### src/rtl/load_channel_responder.sv
// Load-channel slave: turns load requests into word reads on the memory bus, buffers one
// back-to-back request, and answers with an error on timeout. Optional reuse register: LOAD_REUSE_EN.
module load_channel_responder #(
  parameter int unsigned TIMEOUT_CYCLES = 64
) (
  input  logic        clk_i,
  input  logic        rst_n_i,
  input  logic        load_request_i,
  input  logic [31:0] load_address_i,
  output logic        load_ready_o,
  output logic        load_valid_o,
  output logic [31:0] load_data_o,
  output logic        load_error_o,
  output logic        mem_read_o,
  output logic [31:0] mem_address_o,
  input  logic        mem_accept_i,
  input  logic        mem_valid_i,
  input  logic [31:0] mem_data_i,
  input  logic        store_valid_i,
  input  logic [31:0] store_address_i,
  output logic        busy_o
);

  localparam int unsigned CW = $clog2(TIMEOUT_CYCLES) + 1;
  localparam logic [CW-1:0] CNT_LAST = CW'(TIMEOUT_CYCLES - 1);

  typedef enum logic [1:0] {S_IDLE, S_ISSUE, S_WAIT_DATA} state_e;

  state_e        state_q, state_d;
  logic [CW-1:0] cnt_q, cnt_d;
  logic          pend_q, pend_d;
  logic [29:0]   pend_addr_q, pend_addr_d;
  logic [29:0]   addr_q, addr_d;
  logic          drain_q, drain_d;
  logic          lvalid_q, lvalid_d;
  logic          lerr_q, lerr_d;
  logic [31:0]   ldata_q, ldata_d;
  logic          mread_q, mread_d;
  logic          ready_q, ready_d;
  logic          busy_q, busy_d;

  logic          req_ok, data_hit, timeout, finish;
  logic          fill_evt, err_evt;
  logic          reuse_hit;
  logic [31:0]   reuse_data;
  logic [1:0]    unused_load_lo;

  assign unused_load_lo = load_address_i[1:0];

`ifdef LOAD_REUSE_EN
  logic        ru_valid_q, ru_valid_d;
  logic [29:0] ru_tag_q, ru_tag_d;
  logic [31:0] ru_data_q, ru_data_d;
  logic [1:0]  unused_store_lo;

  assign unused_store_lo = store_address_i[1:0];
  // A store to the same word in the hitting cycle forces the request to memory.
  assign reuse_hit  = ru_valid_q && (ru_tag_q == load_address_i[31:2]) &&
                      !(store_valid_i && (store_address_i[31:2] == load_address_i[31:2]));
  assign reuse_data = ru_data_q;

  always_comb begin
    ru_valid_d = ru_valid_q;
    ru_tag_d   = ru_tag_q;
    ru_data_d  = ru_data_q;
    if (fill_evt) begin
      ru_valid_d = 1'b1;
      ru_tag_d   = addr_q;
      ru_data_d  = mem_data_i;
    end else if (err_evt) begin
      ru_valid_d = 1'b0;
    end
    if (store_valid_i && (store_address_i[31:2] == ru_tag_d)) ru_valid_d = 1'b0;
  end

  always_ff @(posedge clk_i) begin
    if (!rst_n_i) begin
      ru_valid_q <= 1'b0;
      ru_tag_q   <= '0;
      ru_data_q  <= '0;
    end else begin
      ru_valid_q <= ru_valid_d;
      ru_tag_q   <= ru_tag_d;
      ru_data_q  <= ru_data_d;
    end
  end
`else
  logic unused_store;

  assign unused_store = store_valid_i ^ (^store_address_i);
  assign reuse_hit    = 1'b0;
  assign reuse_data   = '0;
`endif

  assign req_ok   = load_request_i && ready_q;
  assign data_hit = mem_valid_i && !drain_q && (state_q == S_WAIT_DATA);
  assign timeout  = (state_q != S_IDLE) && (cnt_q == CNT_LAST);

  always_comb begin
    state_d     = state_q;
    cnt_d       = cnt_q;
    pend_d      = pend_q;
    pend_addr_d = pend_addr_q;
    addr_d      = addr_q;
    drain_d     = drain_q;
    lvalid_d    = 1'b0;
    lerr_d      = 1'b0;
    ldata_d     = '0;
    finish      = 1'b0;
    fill_evt    = 1'b0;
    err_evt     = 1'b0;

    // The first read data after a timed-out accepted read belongs to that read.
    if (drain_q && mem_valid_i) drain_d = 1'b0;

    if (req_ok && (state_q != S_IDLE)) begin
      pend_d      = 1'b1;
      pend_addr_d = load_address_i[31:2];
    end

    case (state_q)
      S_IDLE: begin
        if (pend_q) begin
          addr_d  = pend_addr_q;
          pend_d  = 1'b0;
          cnt_d   = '0;
          state_d = S_ISSUE;
        end else if (req_ok) begin
          if (reuse_hit) begin
            lvalid_d = 1'b1;
            ldata_d  = reuse_data;
          end else begin
            addr_d  = load_address_i[31:2];
            cnt_d   = '0;
            state_d = S_ISSUE;
          end
        end
      end
      S_ISSUE, S_WAIT_DATA: begin
        cnt_d = cnt_q + 1'b1;
        if ((state_q == S_ISSUE) && mem_accept_i) state_d = S_WAIT_DATA;
        if (data_hit) begin
          lvalid_d = 1'b1;
          ldata_d  = mem_data_i;
          fill_evt = 1'b1;
          finish   = 1'b1;
        end else if (timeout) begin
          lvalid_d = 1'b1;
          lerr_d   = 1'b1;
          err_evt  = 1'b1;
          finish   = 1'b1;
          if ((state_q == S_WAIT_DATA) || mem_accept_i) drain_d = 1'b1;
        end
        if (finish) begin
          if (pend_q) begin
            addr_d  = pend_addr_q;
            pend_d  = 1'b0;
            cnt_d   = '0;
            state_d = S_ISSUE;
          end else begin
            state_d = S_IDLE;
          end
        end
      end
      default: state_d = S_IDLE;
    endcase

    mread_d = (state_d == S_ISSUE);
    ready_d = !pend_d;
    busy_d  = (state_d != S_IDLE) || pend_d;
  end

  always_ff @(posedge clk_i) begin
    if (!rst_n_i) begin
      state_q     <= S_IDLE;
      cnt_q       <= '0;
      pend_q      <= 1'b0;
      pend_addr_q <= '0;
      addr_q      <= '0;
      drain_q     <= 1'b0;
      lvalid_q    <= 1'b0;
      lerr_q      <= 1'b0;
      ldata_q     <= '0;
      mread_q     <= 1'b0;
      ready_q     <= 1'b1;
      busy_q      <= 1'b0;
    end else begin
      state_q     <= state_d;
      cnt_q       <= cnt_d;
      pend_q      <= pend_d;
      pend_addr_q <= pend_addr_d;
      addr_q      <= addr_d;
      drain_q     <= drain_d;
      lvalid_q    <= lvalid_d;
      lerr_q      <= lerr_d;
      ldata_q     <= ldata_d;
      mread_q     <= mread_d;
      ready_q     <= ready_d;
      busy_q      <= busy_d;
    end
  end

  assign load_ready_o  = ready_q;
  assign load_valid_o  = lvalid_q;
  assign load_error_o  = lerr_q;
  assign load_data_o   = ldata_q;
  assign mem_read_o    = mread_q;
  assign mem_address_o = {addr_q, 2'b00};
  assign busy_o        = busy_q;

endmodule

### config.mk
export PLATFORM = sky130hd
export DESIGN_NAME = load_channel_responder
export DESIGN_NICKNAME = d
export VERILOG_FILES = /design/src/rtl/load_channel_responder.sv
export SDC_FILE = /design/constraint.sdc
export NUM_CORES = 1
export LEC_CHECK = 0
export ABC_AREA = 0
export CAP_MARGIN = 20
export CORE_AREA = 2 2 102 104
export DETAILED_ROUTE_END_ITERATION = 8
export DIE_AREA = 0 0 104 106
export PLACE_DENSITY = 0.91
export RECOVER_POWER = 25
export SLEW_MARGIN = 20
export SYNTH_ARGS = -nofsm -noshare
export SYNTH_HDL_FRONTEND = slang
export SYNTH_SLANG_ARGS = --single-unit
export TNS_END_PERCENT = 100
### constraint.sdc
create_clock -name clk_i -period 2.8 [get_ports clk_i]
set_clock_uncertainty 0.1 [all_clocks]
set_input_delay 0.56 -clock clk_i [delete_from_list [all_inputs] [get_ports clk_i]]
set_output_delay 0.56 -clock clk_i [all_outputs]
set_load 0.01 [all_outputs]
==> flow_summary_export.csv, run 1 <==
group,metric,value,unit
yosys,synthesis.area,4192,um2
drt,drt_first_pass_iters,4,
yosys,yosys_register_bits,108,
critical_path,cp_data_arrival_time,2.53,ns
power,p_leak,2.208,nW
clock_network,h-tree-depth,3,
yosys,async_reset_ff_share,0,%
power,p_switching,1.082,mW
critical_path,r2r_setup_slack,0.44,ns
layout,layout-area-overhead-vs-synth,37.91,%
critical_path,cp_class,"flip-flop to flip-flop",
floorplan,fp.dieW,104,um
yosys,post-synth-top-count-cell,"dfxtp_1",
critical_path,crit_path_cell_trace,"inv_1 > ha_1 > o41a_1 > o32ai_4 > buf_4 > nor2_1 > a311oi_2",
placed_design,detailedPlace.worstSlack,0.2834,ns
yosys,synth_largest_type_area_fraction,51.58,%
critical_path,depth_of_the_most_critical_reg_to_reg_path,7,
floorplan,die-height,106,um
sta,final_critical_path_setup_slack,0.4378,ns
drt,dr_total_vias,3551,
placed_design,dp_hpwl,6.966,mm
clock_network,cts_buffers,9,
layout,final_util,57.81,%
global_routing,grt_pass1_wl,16.57,mm
yosys,synth_ff_type,"dfxtp_1",
layout,finalNetCount,682,
sta,final.min_clock_period,2.362,ns
critical_path,crit_path_top_delay_cell,"o41a_1",
drt,drt_first_iter_violations,163,
critical_path,cp-end-kind,"flip-flop",
global_routing,groute.usage.overall,18.19,%
sta,timing.slew.headroom,55.08,%
layout,layout-drive-gt1-share,10.19,%
placed_design,io_buffer_count,133,
power,cellInternalPower,2.443,mW
clock_network,post_cts_resized,0,
global_routing,first_global_vias,3650,
critical_path,critPathLaunch,"state_q[0]",
clock_network,clk_transition_reported_paths,0.10,ns
outcome,run_status,"complete, no violations",
sta,tightest_slew,0.6729,ns
clock_network,hold_buffers,0,
clock_network,clockRootBuffer,"clkbuf_8",
power,power_frac_seq,49.5,%
sta,finalSetupViolations,0,
yosys,synth.area.top_cells,"dfxtp_1 52%, a311oi_2 11%, nand2_1 8.5%",
sta,timing.hold.ws,0.3601,ns
yosys,synth-seq-area-share,51.58,%
yosys,synth_cell_types,36,
critical_path,timing.critical_path.slowest_cell_delay,0.53,ns
sta,final_hold_viol_count,0,
sta,final.setup.tns,0,ns
critical_path,crit_path_max_fanout,22,
yosys,synth_edf_count,0,
yosys,synth.largest_area_cell,"dfxtp_1",
worst_hold_path,holdCritPathClass,"flip-flop to flip-flop",
critical_path,capturing_element_of_the_worst_setup_path,"addr_q[0]",
clock_network,clock_insertion_delay_worst_skew,0.35,ns
floorplan,pin_count,171,
clock_network,post-cts-setup-buffer-count,0,
power,power_density,609.7,nW/um2
sta,fmax,423.3,MHz
critical_path,critical_path.reg2reg.startpoint,"state_q[0]",
power,totalPowerFinal,3.525,mW
flow_run,cap_viol_max_count,0,
floorplan,floorplan.initialDensity,41.92,%
placed_design,gpl.final_weighted_congestion,0.8234,
floorplan,design.core.area,10000,um2
yosys,syn_avg_cell_area,9.232,um2
clock_network,ctsLongestPathBuffers,2,
drt,routed_wirelength,9.743,mm
power,vdd.ir_drop.worst,0.0002566,V
power,p_clk_share,23.2,%
worst_hold_path,hp-start,"pend_addr_q[28]",
sta,timing.final.max_slew_violations,0,
critical_path,critical_path.reg2reg.endpoint,"addr_q[0]",
yosys,syn_inst,454,
layout,antenna_cells_inserted,0,
drt,vias_per_cell,4.966,
yosys,yosysWarningCount,0,
yosys,most_frequent_cells_after_synthesis,"108 x dfxtp_1, 95 x nand2_1, 44 x nor2_1, 32 x and2_1, 32 x o21ai_0",
global_routing,grt_max_degree,44,
sta,finalCritPeriodShare,84.36,%
sta,setup_repair_after_global_routing_missed_its_margin,"no",
clock_network,tritoncts,"built",
clock_network,number_of_sinks_on_the_clock_net,108,
floorplan,die_area,11020,um2
drt,detail-route-antenna-nets,0,
critical_path,worst-endpoint-required,2.97,ns
power,power.combinational.fraction,27.2,%
global_routing,grt_overflow,0,
critical_path,worstSetupStartpointType,"flip-flop",
power,switching_share,30.69,%
global_routing,number_of_antenna_violations_at_the_first_check_in_global_routing,0,
floorplan,placement_rows,37,
drt,detail_route.wl_per_cell,13.63,um
drt,detail_route.drc_violations,0,
==> critical path, delay by kind of cell, from the launching register on <==
| kind | cells | cell delay (ns) |
|---|---|---|
| flops | 1 | 0.39 |
| simple gates | 1 | 0.10 |
| buf+inv | 2 | 0.45 |
| fa+ha+maj | 1 | 0.29 |
| compound gates | 3 | 0.96 |
==> metal layers <==
layer / global-route usage, % / share of wire (%) / vias to the layer above
li1: - / - / 1769
met2: 32.14 / 50 / 114
met4: 8.301 / 2.0 / 0
met3: 5.395 / 7.2 / 19
met5: 0 / 0 / -
met1: 20.20 / 40 / 1649
==> flip-flops by register name (all words and copies together), names as in the netlist <==
signal and cells:
mem_read_o 1, addr_q 30, load_ready_o 1, drain_q 1, load_error_o 1, load_valid_o 1, pend_addr_q 30, load_data_o 32
state_q 2, pend_q 1, cnt_q 7, busy_o 1
==> power by group through the flow <==
stage	registers, mW	logic [mW]	clock network, mW
floorplan	1.82	0.542	0
global placement	1.78	0.943	0
detailed placement	1.78	0.975	0
CTS	1.75	0.978	0.848
global route	1.76	1.06	0.913
finish	1.75	0.960	0.819
==> cells in the final DEF, fill, tap and decap left out, types with 10 or more instances in the layout <==
master,instances
dfxtp_1,108
nand2_1,95
clkdlybuf4s50_1,93
nor2_1,43
dlygate4sd3_1,40
and2_1,32
o21ai_0,32
a21oi_1,31
a311oi_2,30
buf_4,10
==> kinds of logic after synthesis <==
family	Yosys count	share of synthesized area, %
simple gates	188	19.70
flops	108	51.58
compound gates	103	20.90
buf+inv	42	4.746
xor+xnor	6	1.254
fa+ha+maj	5	1.493
other cells	1	0.08947
mux	1	0.2388
==> metrics by stage <==
| step | std cells | instance area, um2 |
|---|---|---|
| 6_report | 715 | 5781 |
| 5_1_grt | 715 | 5781 |
| 4_1_cts | 715 | 5781 |
| 3_5_place_dp | 700 | 5622 |
| 3_3_place_gp | 700 | 5622 |
| 2_1_floorplan | 455 | 4195 |
==> worst min-delay path by stage <==
stage,end,slack (ns),depth (start not counted)
5_1_grt,pend_addr_q[22],0.38,2
6_report,pend_addr_q[28],0.36,2
4_1_cts,pend_addr_q[13],0.36,2
3_3_place_gp,pend_addr_q[28],0.34,2
2_1_floorplan,pend_addr_q[0],0.33,2
3_5_place_dp,pend_addr_q[13],0.34,2
==> cell type report <==
class / count / area, um2
clock buffer: 11 / 131.4
timing repair buffer: 144 / 1426
sequential: 108 / 2162
tap: 136 / 170.2
inverter: 7 / 26.28
fill: 878 / 4219
clock inverter: 4 / 27.53
multi-input combinational: 305 / 1837
Note: power is estimated with default switching activity, not from simulation.
==> inputs of run 2 (changes only) <==
- CORE_AREA: 2 2 102 104 -> 2 2 107 109
- DIE_AREA: 0 0 104 106 -> 0 0 109 111
- PLACE_DENSITY: 0.91 -> 0.88
- clock period: 2.8 -> 2.1 ns (I/O delays scaled with it)
==> flow_summary_export.csv, run 2 (same netlist as run 1, synthesis figures left out) <==
group,metric,value,unit
outcome,run_status,"complete, but fails checks",
outcome,failed_checks,"negative setup slack",
drt,drt_first_iter_violations,184,
global_routing,first_global_vias,3931,
power,p_leak,2.352,nW
layout,antenna_cells_inserted,0,
power,switching_share,28.61,%
power,power_density,881.1,nW/um2
global_routing,grt_pass1_wl,17.86,mm
sta,finalSetupViolations,1,
clock_network,clock_insertion_delay_worst_skew,0.34,ns
placed_design,dp_hpwl,7.476,mm
sta,final.setup.tns,-0.06416,ns
floorplan,design.core.area,11080,um2
sta,fmax,462.1,MHz
layout,layout.cells.most_common_list,"133 x clkdlybuf4s50_1, 104 x dfxtp_1, 95 x nand2_1, 38 x nor2_1, 33 x buf_4",
layout,largest_reg_flops,32,
drt,detail_route.wl_per_cell,14.67,um
critical_path,cp_data_arrival_time,2.26,ns
clock_network,cts_buffers,9,
layout,multi_input_area,1907,um2
power,power.combinational.fraction,28.1,%
power,p_clk_share,30.1,%
drt,detail-route-antenna-nets,0,
sta,setup_repair_after_global_routing_missed_its_margin,"yes",
worst_hold_path,holdPathStages,2,
sta,final_critical_path_setup_slack,-0.06416,ns
layout,layout-drive-gt1-share,18.27,%
drt,routed_wirelength,11.09,mm
clock_network,tritoncts,"built",
clock_network,clk_transition_reported_paths,0.07,ns
critical_path,depth_of_the_most_critical_reg_to_reg_path,8,
critical_path,critical_path.reg2reg.startpoint,"cnt_q[1]",
power,p_switching,1.601,mW
layout,finalNetCount,715,
layout,layout-area-overhead-vs-synth,51.55,%
power,vdd.ir_drop.worst,0.0003933,V
drt,drt_first_pass_iters,4,
floorplan,fp.dieW,109,um
floorplan,die_area,12100,um2
clock_network,h-tree-depth,3,
drt,detail_route.drc_violations,0,
worst_hold_path,hp-start,"pend_addr_q[21]",
floorplan,floorplan.initialDensity,37.84,%
worst_hold_path,holdCritPathClass,"flip-flop to flip-flop",
critical_path,cp-end-kind,"flip-flop",
clock_network,number_of_sinks_on_the_clock_net,108,
clock_network,ctsLongestPathBuffers,2,
global_routing,number_of_antenna_violations_at_the_first_check_in_global_routing,0,
critical_path,crit_path_max_fanout,3,
sta,final.min_clock_period,2.164,ns
global_routing,grt_overflow,0,
critical_path,worstSetupStartpointType,"flip-flop",
critical_path,cp_class,"flip-flop to flip-flop",
power,cellInternalPower,3.996,mW
placed_design,io_buffer_count,133,
critical_path,critPathLaunch,"cnt_q[1]",
global_routing,groute.usage.overall,18.59,%
sta,final_hold_viol_count,0,
power,power_frac_seq,41.8,%
layout,fillers,886,
placed_design,detailedPlace.worstSlack,-0.08181,ns
sta,finalCritPeriodShare,103.1,%
drt,vias_per_cell,5.037,
clock_network,hold_buffers,0,
floorplan,placement_rows,39,
power,totalPowerFinal,5.597,mW
layout,most_common_cell_after_layout_fill_and_taps_aside,"clkdlybuf4s50_1",
floorplan,die-height,111,um
global_routing,grt_max_degree,36,
sta,timing.hold.ws,0.3527,ns
flow_run,cap_viol_max_count,0,
layout,final_util,57.35,%
drt,dr_total_vias,3808,
layout,area.sequential,2167,um2
critical_path,worst-endpoint-required,2.20,ns
sta,timing.final.max_slew_violations,0,
placed_design,gpl.final_weighted_congestion,0.7632,
floorplan,pin_count,171,
clock_network,clockRootBuffer,"clkbuf_16",
-- run 2: cell types whose count changed in the layout (fill, tap and decap cells not counted), sizes merged --
cell	before	now
buf	11	44
bufinv	0	1
clkbuf	11	10
clkdlybuf4s50	93	133
clkinv	1	3
clkinvlp	3	2
dlygate4sd3	40	0
-- run 2: layer usage --
| metal | share of wire [%] | track usage [%] | vias to the layer above |
|---|---|---|---|
| met5 | 0 | 0 | - |
| met4 | 3.1 | 10.34 | 0 |
| met3 | 7.0 | 5.585 | 30 |
| met2 | 52 | 32.67 | 144 |
| met1 | 38 | 19.30 | 1792 |
| li1 | - | - | 1842 |
-- run 2: cell type report --
class | count | area share, %
clock buffers | 10 | 3.762
clock inverters | 6 | 1.005
inverters | 7 | 0.4136
multi-input cells | 305 | 30.02
flip-flops and latches | 108 | 34.11
well taps | 143 | 2.817
repair buffers | 177 | 27.87
-- run 2: power by group through the flow --
stage                     registers [mW]  logic [mW]  clock network (mW)
final                               2.34        1.57                1.69
after global routing                2.36        1.70                1.81
after CTS                           2.33        1.62                1.74
after detailed placement            2.37        1.41                   0
after global placement              2.36        1.37                   0
after floorplan                     2.42       0.723                   0
-- run 2: path summary, 6_finish.rpt --
check	to	slack [ns]
hold / removal	pend_addr_q[21]	0.35
hold reg to reg	pend_addr_q[21]	0.35
setup / recovery	busy_o	-0.06
setup reg to reg	busy_o	-0.06
-- run 2: through the flow --
stage                     instances  area, um2
after floorplan                 455       4195
after global placement          728       5813
after detailed placement        728       5813
after CTS                       755       6334
after global routing            756       6352
final                           756       6352
-- run 2: what timing repair did --
action,4_1_cts,5_1_grt
setup endpoints to repair,31,32
pin swaps,4,25
gates cloned,3,0
buffers inserted,8,6
gates resized for setup,14,20
-- run 2: worst max-delay path: stages (launching register included) --
cell,delay [ns]
dfxtp_2,0.36
ha_4,0.16
nand3_4,0.07
o41a_1,0.50
buf_6,0.17
buf_6,0.11
a32o_2,0.24
nor3b_4,0.15
nand3b_1,0.17
==> inputs of run 3 (changes only) <==
- CELL_PAD_IN_SITES_DETAIL_PLACEMENT: unset -> 1
- CELL_PAD_IN_SITES_GLOBAL_PLACEMENT: unset -> 1
- CORE_AREA: 2 2 107 109 -> 2 2 126 128
- DIE_AREA: 0 0 109 111 -> 0 0 128 130
- PLACE_DENSITY: 0.88 -> 0.86
- SLEW_MARGIN: 20 -> 10
==> flow_summary_export.csv, run 3 (same netlist as run 1, synthesis figures left out) <==
group,metric,value,unit
clock_network,number_of_sinks_on_the_clock_net,108,
global_routing,first_global_vias,4231,
floorplan,fp.dieW,128,um
sta,final_critical_path_setup_slack,-0.02282,ns
sta,final_hold_viol_count,0,
critical_path,critical_path_buf_inv_count,2,
clock_network,clockRootBuffer,"clkbuf_16",
critical_path,crit_path_cell_trace,"ha_4 > nand3_4 > o41a_1 > buf_6 > buf_6 > a32o_2 > nor3b_2 > nand3b_1",
sta,final.min_clock_period,2.123,ns
global_routing,groute.usage.overall,15.88,%
layout,layout.cells.most_common_list,"133 x clkdlybuf4s50_1, 105 x dfxtp_1, 95 x nand2_1, 37 x nor2_1",
critical_path,cp_class,"flip-flop to flip-flop",
power,p_leak,2.394,nW
worst_hold_path,holdCritPathClass,"flip-flop to flip-flop",
clock_network,tritoncts,"built",
placed_design,detailedPlace.worstSlack,-0.1791,ns
drt,detail-route-antenna-nets,0,
placed_design,gpl.final_weighted_congestion,0.8030,
layout,layout-area-overhead-vs-synth,55.40,%
sta,setup_repair_after_global_routing_missed_its_margin,"yes",
sta,finalSetupViolations,3,
sta,finalCritPeriodShare,101.1,%
floorplan,pin_count,171,
critical_path,critPathLaunch,"cnt_q[1]",
drt,vias_per_cell,4.735,
floorplan,die_area,16640,um2
clock_network,hold_buffers,0,
clock_network,h-tree-depth,3,
critical_path,cp-end-kind,"flip-flop",
drt,dr_total_vias,3831,
clock_network,clock_insertion_delay_worst_skew,0.35,ns
sta,timing.hold.ws,0.3551,ns
placed_design,io_buffer_count,133,
layout,most_common_cell_after_layout_fill_and_taps_aside,"clkdlybuf4s50_1",
critical_path,crit_path_top_delay_cell,"o41a_1",
power,power_density,882.0,nW/um2
placed_design,dp_hpwl,9.216,mm
layout,finalNetCount,720,
global_routing,grt_max_degree,34,
drt,detail_route.drc_violations,0,
power,totalPowerFinal,5.745,mW
floorplan,die-height,130,um
floorplan,design.core.area,15420,um2
critical_path,cpLargestDelayFamily,"compound AO/OA/AOI/OAI gates",
clock_network,clk_transition_reported_paths,0.08,ns
clock_network,ctsLongestPathBuffers,2,
global_routing,grt_overflow,0,
drt,drt_first_iter_violations,114,
critical_path,cp_data_arrival_time,2.24,ns
layout,layout-drive-gt1-share,18.48,%
floorplan,floorplan.initialDensity,27.17,%
outcome,run_status,"complete, but fails checks",
power,vdd.ir_drop.worst,0.0004374,V
critical_path,worstSetupStartpointType,"flip-flop",
layout,fillers,1756,
clock_network,cts_buffers,9,
flow_run,cap_viol_max_count,0,
critical_path,cpMostUsedCell,"buf_6",
critical_path,crit_path_max_fanout,3,
sta,timing.final.max_slew_violations,0,
drt,routed_wirelength,13.28,mm
drt,detail_route.wl_per_cell,16.42,um
worst_hold_path,hp-start,"pend_addr_q[3]",
critical_path,worst-endpoint-required,2.22,ns
critical_path,critical_path.reg2reg.startpoint,"cnt_q[1]",
layout,largest_reg_flops,32,
sta,fmax,471.1,MHz
critical_path,r2r_setup_slack,-0.02,ns
global_routing,number_of_antenna_violations_at_the_first_check_in_global_routing,0,
global_routing,grt_pass1_wl,20.58,mm
layout,antenna_cells_inserted,0,
drt,drt_first_pass_iters,4,
floorplan,placement_rows,46,
outcome,failed_checks,"negative setup slack",
critical_path,timing.critical_path.slowest_cell_delay,0.49,ns
==> run 3: changes by cell type in the layout (fill, tap and decap cells not counted), moves of 2 or more <==
cell and delta:
buf_6 +3, buf_12 +4, clkbuf_1 +3, buf_4 -3, dfxtp_2 -2
==> run 3: timing repair <==
item	4_1_cts	5_1_grt
pin swaps	15	20
gates resized for setup	22	22
gates cloned	4	0
buffers inserted	10	7
setup endpoints to repair	31	25
==> run 3: routing by layer <==
metal  vias to the layer above  track usage [%]  share of wire [%]
met3                        23            5.658                6.9
met1                      1849            15.46                 37
met5                         -                0                  0
met2                       114            29.88                 53
met4                         0            7.757                2.6
li1                       1845                -                  -
==> run 3: final cells by class <==
class	instances	area (um2)	area share, %
tap	192	240.2	3.688
sequential	108	2168	33.29
inverter	7	32.53	0.4994
clock inverter	2	35.03	0.5378
timing repair buffer	182	1867	28.66
clock buffer	13	250.2	3.842
multi-input combinational	305	1921	29.49
==> run 3: worst paths after layout <==
check	to	cells after the start
worst max register to register	busy_o	8
worst min-delay path	pend_addr_q[3]	2
worst min register to register	pend_addr_q[3]	2
worst max-delay path	busy_o	8
==> run 3: stage by stage <==
step	utilization, %	area [um2]	setup TNS, ns	cells
3_3_place_gp	38.28	5904	-2.100	776
2_1_floorplan	-	4195	0	455
4_1_cts	41.65	6425	-0.02604	805
3_5_place_dp	38.28	5904	-4.597	776
6_report	42.23	6514	-0.03437	809
5_1_grt	42.23	6514	-1.384	809
==> run 3: tightest hold or removal path, delay by kind of cell (launching register included) <==
kind	cells	cell delay [ns]
flip-flops	1	0.31
AND/OR/NAND/NOR	1	0.05
AO/OA/AOI/OAI	1	0.05
==> run 3: power breakdown <==
part	internal, mW	leakage [nW]	total (mW)	switching, mW
registers	2.24	0.881	2.35	0.111
logic	0.891	1.37	1.73	0.836
clock network	0.951	0.140	1.67	0.721
